===== src/rtl/decode_stage.sv =====
// RV32I decode stage: field split, sign-extended immediates, illegal flagging; 1-cycle latency.
// Output register plus skid register; in_ready depends only on skid occupancy, never on out_ready.
module decode_stage #(
  parameter int XLEN     = 32,
  parameter int PC_WIDTH = 32,
  parameter bit M_EXT_EN = 1'b1
) (
  input  logic                clk,
  input  logic                rst,
  input  logic                flush_i,
  input  logic                in_valid,
  output logic                in_ready,
  input  logic [31:0]         inst_i,
  input  logic [PC_WIDTH-1:0] pc_i,
  output logic                out_valid,
  input  logic                out_ready,
  output logic [6:0]          opcode_o,
  output logic [4:0]          rd_o,
  output logic [4:0]          rs1_o,
  output logic [4:0]          rs2_o,
  output logic [2:0]          funct3_o,
  output logic [6:0]          funct7_o,
  output logic [2:0]          fmt_o,
  output logic [XLEN-1:0]     imm_o,
  output logic                illegal_o,
  output logic [PC_WIDTH-1:0] pc_o
);

  localparam logic [2:0] FMT_R    = 3'd0;
  localparam logic [2:0] FMT_I    = 3'd1;
  localparam logic [2:0] FMT_S    = 3'd2;
  localparam logic [2:0] FMT_B    = 3'd3;
  localparam logic [2:0] FMT_U    = 3'd4;
  localparam logic [2:0] FMT_J    = 3'd5;
  localparam logic [2:0] FMT_NONE = 3'd7;

  typedef struct packed {
    logic [6:0]          opcode;
    logic [4:0]          rd;
    logic [4:0]          rs1;
    logic [4:0]          rs2;
    logic [2:0]          funct3;
    logic [6:0]          funct7;
    logic [2:0]          fmt;
    logic [XLEN-1:0]     imm;
    logic                illegal;
    logic [PC_WIDTH-1:0] pc;
  } dec_t;

  localparam dec_t DEC_RST = '{fmt: FMT_NONE, default: '0};

  dec_t        dec;
  dec_t        out_q;
  dec_t        skid_q;
  logic        out_valid_q;
  logic        skid_valid_q;
  logic [31:0] imm32;
  logic        ill;
  logic [2:0]  f3;
  logic [6:0]  f7;

  assign f3 = inst_i[14:12];
  assign f7 = inst_i[31:25];

  always_comb begin
    dec        = '0;
    imm32      = '0;
    ill        = 1'b0;
    dec.opcode = inst_i[6:0];
    dec.rd     = inst_i[11:7];
    dec.rs1    = inst_i[19:15];
    dec.rs2    = inst_i[24:20];
    dec.funct3 = f3;
    dec.funct7 = f7;
    dec.pc     = pc_i;
    case (inst_i[6:0])
      7'b0110011: begin
        dec.fmt = FMT_R;
        case (f7)
          7'b0000000: ill = 1'b0;
          7'b0100000: ill = !(f3 == 3'b000 || f3 == 3'b101);
          7'b0000001: ill = !M_EXT_EN;
          default:    ill = 1'b1;
        endcase
      end
      7'b0010011, 7'b0000011, 7'b1100111, 7'b1110011, 7'b0001111: begin
        dec.fmt = FMT_I;
        imm32   = {{20{inst_i[31]}}, inst_i[31:20]};
        // Shift-immediates reuse the top bits as a funct7-like qualifier.
        if (inst_i[6:0] == 7'b0010011 && (f3 == 3'b001 || f3 == 3'b101) &&
            !(f7 == 7'b0000000 || f7 == 7'b0100000))
          ill = 1'b1;
      end
      7'b0100011: begin
        dec.fmt = FMT_S;
        imm32   = {{20{inst_i[31]}}, inst_i[31:25], inst_i[11:7]};
      end
      7'b1100011: begin
        dec.fmt = FMT_B;
        imm32   = {{20{inst_i[31]}}, inst_i[7], inst_i[30:25], inst_i[11:8], 1'b0};
        ill     = (f3 == 3'b010 || f3 == 3'b011);
      end
      7'b0110111, 7'b0010111: begin
        dec.fmt = FMT_U;
        imm32   = {inst_i[31:12], 12'b0};
      end
      7'b1101111: begin
        dec.fmt = FMT_J;
        imm32   = {{12{inst_i[31]}}, inst_i[19:12], inst_i[20], inst_i[30:21], 1'b0};
      end
      default: begin
        dec.fmt = FMT_NONE;
        ill     = 1'b1;
      end
    endcase
    if (inst_i[1:0] != 2'b11) ill = 1'b1;
    if (dec.fmt == FMT_S || dec.fmt == FMT_B) dec.rd = '0;
    if (dec.fmt == FMT_U || dec.fmt == FMT_J) dec.rs1 = '0;
    if (!(dec.fmt == FMT_R || dec.fmt == FMT_S || dec.fmt == FMT_B)) dec.rs2 = '0;
    dec.imm     = XLEN'($signed(imm32));
    dec.illegal = ill;
  end

  always_ff @(posedge clk or posedge rst) begin
    if (rst) begin
      out_valid_q  <= 1'b0;
      skid_valid_q <= 1'b0;
      out_q        <= DEC_RST;
      skid_q       <= DEC_RST;
    end else if (flush_i) begin
      out_valid_q  <= 1'b0;
      skid_valid_q <= 1'b0;
    end else if (!out_valid_q || out_ready) begin
      // Output slot free this cycle: skid (older) has priority over the input.
      if (skid_valid_q) begin
        out_q        <= skid_q;
        out_valid_q  <= 1'b1;
        skid_valid_q <= 1'b0;
      end else if (in_valid) begin
        out_q       <= dec;
        out_valid_q <= 1'b1;
      end else begin
        out_valid_q <= 1'b0;
      end
    end else if (in_valid && !skid_valid_q) begin
      skid_q       <= dec;
      skid_valid_q <= 1'b1;
    end
  end

  assign in_ready  = !skid_valid_q;
  assign out_valid = out_valid_q;
  assign opcode_o  = out_q.opcode;
  assign rd_o      = out_q.rd;
  assign rs1_o     = out_q.rs1;
  assign rs2_o     = out_q.rs2;
  assign funct3_o  = out_q.funct3;
  assign funct7_o  = out_q.funct7;
  assign fmt_o     = out_q.fmt;
  assign imm_o     = out_q.imm;
  assign illegal_o = out_q.illegal;
  assign pc_o      = out_q.pc;

endmodule


===== config.mk =====
export PLATFORM = sky130hd
export DESIGN_NAME = decode_stage
export DESIGN_NICKNAME = d
export VERILOG_FILES = /design/src/rtl/decode_stage.sv
export SDC_FILE = /design/constraint.sdc
export NUM_CORES = 1
export LEC_CHECK = 0
export CORE_ASPECT_RATIO = 1.5
export CORE_MARGIN = 3
export CORE_UTILIZATION = 41
export CTS_BUF_LIST = sky130_fd_sc_hd__clkbuf_8
export CTS_CLUSTER_SIZE = 8
export DETAILED_ROUTE_END_ITERATION = 6
export DONT_BUFFER_PORTS = 1
export PLACE_DENSITY = 0.63
export SLEW_MARGIN = 20
export SYNTH_ARGS = -nofsm -noshare
export SYNTH_HDL_FRONTEND = slang
export SYNTH_SLANG_ARGS = --single-unit

===== constraint.sdc =====
create_clock -name clk -period 15.7 [get_ports clk]
set_input_delay 1.57 -clock clk [delete_from_list [all_inputs] [get_ports clk]]
set_output_delay 1.57 -clock clk [all_outputs]
set_load 0.02 [all_outputs]

==> metrics.md <==
| Metric | Value |
|---|---|
| Largest family of logic cells by synthesized area | simple AND/OR/NAND/NOR gates |
| Iter 0 DRT Violations | 521 |
| Data required time of the worst path | 14.13 ns |
| Worst reg2reg path startpoint | skid_valid_q |
| Hold Vio Cnt, Final | 0 |
| Fillers | 2033 |
| Startpoint types | flop |
| DRC errors left | 0 |
| Register area | 0.00507 mm² |
| Grt total ovfl | 0 |
| Clk_skew | 0.0217 ns |
| CTS tree | done |
| Clk buf depth | 3 |
| Final nets | 1006 |
| Peak VDD IR | 0.0576 mV |
| Worst hold margin | 0.469 ns |
| Syn Std Cell Area | 0.00899 mm² |
| I/O pins | 171 |
| Commonest cells post-synth | 286 x nand2_1, 196 x dfrtp_1, 97 x o21ai_0, 52 x nor2_1, 51 x mux2i_1 |
| Sink Count | 202 |
| Synthesized instance count | 966 |
| Xor/xnor cell area share of the yosys netlist | 0.195% |
| CP max stage delay | 0.68 ns |
| Final setup fails | 0 |
| Status | finished, final reports clean |
| Largest fanout on the critical path | 41 |
| H-tree depth | 2 |
| Most common cell in the netlist | nand2_1 |
| ANT cells | 0 |
| Asr flop ratio synth | 100% |
| Routability cong. | 0.813 |
| Syn_nets | 1035 |
| Initial antenna violation count | 0 |
| Post-synth top area share | 54.6% |
| Sequential fraction of the synthesis area | 56.3% |
| Power per cell area | 134 mW/mm² |
| Vias per Instance | 5.49 |
| # port buffers | 0 |
| Hold_buf cts | 0 |
| Leak Pwr | 4.39 nW |
| CP cell instances | inv_1, buf_4 |
| Total negative slack | 0 ns |
| CP top delay family | flip-flops |
| Hpwl dp | 14700 µm |
| Synth Area in Compound Gates | 15.0% |
| Die width | 127 µm |
| Core area | 0.0213 mm² |
| Synth Warn # | 0 |
| Die Ht | 187 µm |
| Main area contributors after synthesis | dfrtp_1 55%, nand2_1 12%, mux2i_1 5.7% |
| Worst-skew pair later-pin latency | 0.51 ns |
| Avg Synthesized Cell Area | 9.30 µm² |
| Yosys reg bits | 202 |
| Post_cts resized | 0 |
| Starting Density | 42.2% |
| Unrepaired setup endpoints after global routing | false |
| Rel. slew slack | 37.8% |
| HP Class | flop to flop |
| Routed WL | 23400 µm |
| Post-CTS Setup Bufs | 0 |
| Unique cell type count in the Yosys netlist | 51 |
| Vias in the first global route | 6414 |
| Period utilisation layout | 20.8% |
| Data arrival time of the critical path | 1.70 ns |
| Worst Setup End Kind | primary output |
| Largest net degree at the start of global routing | 135 |
| PnR worst setup slack | 12.43 ns |
| Post-synth EDFFs | 0 |
| Synth Area in Simple Gates | 18.8% |
| Critical-path top delay cell | dfrtp_4 |
| Final min period | 3.27 ns |
| Clk slew on worst S/H paths | 0.06 ns |
| F_max | 0.306 GHz |
| Dpl ws | 11.97 ns |
| Dominant cell type by area after synthesis | dfrtp_1 |
| Standard-cell rows | 65 |
| Number of vias in the routed layout | 6729 |
| DR WL/cell | 19.1 µm |
| Hold Path Origin | skid_q[87] |
| Mux contribution to synthesized area | 5.81% |
| Drt first pass iters | 7 |
| CTS Root Buffer Type | clkbuf_8 |
| GRT Total Usage | 19.2% |
| Multi-input logic area | 0.00361 mm² |
| Setup CP Type | flop to primary output |
| Die ar. | 0.0238 mm² |
| Synthesis-to-layout area growth | 8.70% |
| Post-Synth Adder-Cell Area | 0.111% |
| First-pass GRT wire length | 36900 µm |
| Post-route ant nets | 0 |
| Worst Tran Pin Value | 0.933 ns |
| Slew Limit Fails | 0 |
| CTS buffer count | 34 |
| Worst Setup SP | skid_valid_q |
| Share of cells above drive strength 1 | 7.73% |
| Max Cap Violations | 0 |
| Buffers & Inverters on Critical Path | 2 |
| Synth Flop Type | dfrtp_1 |
==> registers in the layout, summed over array words and instances (netlist names) <==
| register | count |
|---|---|
| opcode_o | 7 |
| skid_q | 100 |
| rd_o | 5 |
| skid_valid_q | 1 |
| rs2_o | 5 |
| pc_o | 32 |
| imm_o | 32 |
| funct3_o | 3 |
| out_valid | 1 |
| fmt_o | 3 |
| illegal_o | 1 |
| funct7_o | 7 |
| rs1_o | 5 |
==> cell families after synthesis <==
logic type	Yosys count
buf+inv	79
simple gates	407
fa+ha+maj	1
compound gates	223
flops	202
xor+xnor	2
mux	52
==> stage by stage <==
| step | power, mW | area (µm²) | std cells | util [%] |
|---|---|---|---|---|
| 6_report | 1.31 | 9770 | 1225 | 45.8 |
| 5_1_grt | 1.38 | 9770 | 1225 | 45.8 |
| 4_1_cts | 1.33 | 9760 | 1225 | 45.8 |
| 3_5_place_dp | 0.861 | 9100 | 1169 | 42.7 |
| 3_3_place_gp | 0.853 | 9100 | 1169 | 42.7 |
| 2_1_floorplan | 0.820 | 8990 | 966 | - |
==> placed cells by master, fill, tap and decap left out, types with 7 or more instances in the layout <==
master and count:
o211ai_1 7, mux2i_1 51, nor2_1 52, nand2_1 286
buf_4 7, o21ai_0 97, o22ai_1 8, inv_1 15
dfrtp_1 195, nand3_1 19, and3_1 8, a21oi_1 41
a31oi_1 20, a22oi_1 19, clkbuf_8 45
==> where the power goes <==
group,internal [mW],switching (mW)
Sequential,0.612,0.109
Clock,0.254,0.204
Combinational,0.0510,0.0757
Total,0.917,0.388
==> cell type report <==
| cell class | count | share of cell area, % |
|---|---|---|
| Inverter | 6 | 0.307 |
| Tap cell | 268 | 3.43 |
| Clock buffer | 45 | 6.34 |
| Sequential cell | 202 | 51.9 |
| Multi-Input combinational cell | 685 | 36.9 |
| Timing Repair Buffer | 8 | 0.653 |
| Clock inverter | 11 | 0.461 |
==> worst paths after layout <==
path | endpoint | slack [ns] | cells after the start
setup / recovery | in_ready | 12.43 | 2
hold / removal | skid_q[87] | 0.47 | 2
min in group asynchronous | skid_q[22] | 1.11 | 1
max in group asynchronous | skid_valid_q | 13.01 | 2
setup reg to reg | imm_o[1] | 12.90 | 6
hold reg to reg | skid_q[87] | 0.47 | 2
==> metal layers <==
layer	GRT usage [%]	vias to the layer above	share of wire (%)
li1	-	3222	-
met1	24.5	3254	39
met2	31.2	211	50
met3	5.71	42	8.0
met4	6.65	0	2.9
met5	0	-	0
==> tightest hold or removal path: cells and delay by family, from the launching register on <==
family	cells	cell delay [ns]
AND/OR/NAND/NOR	2	0.10
flip-flops	1	0.33
Note: power is estimated with default switching activity, not from simulation.
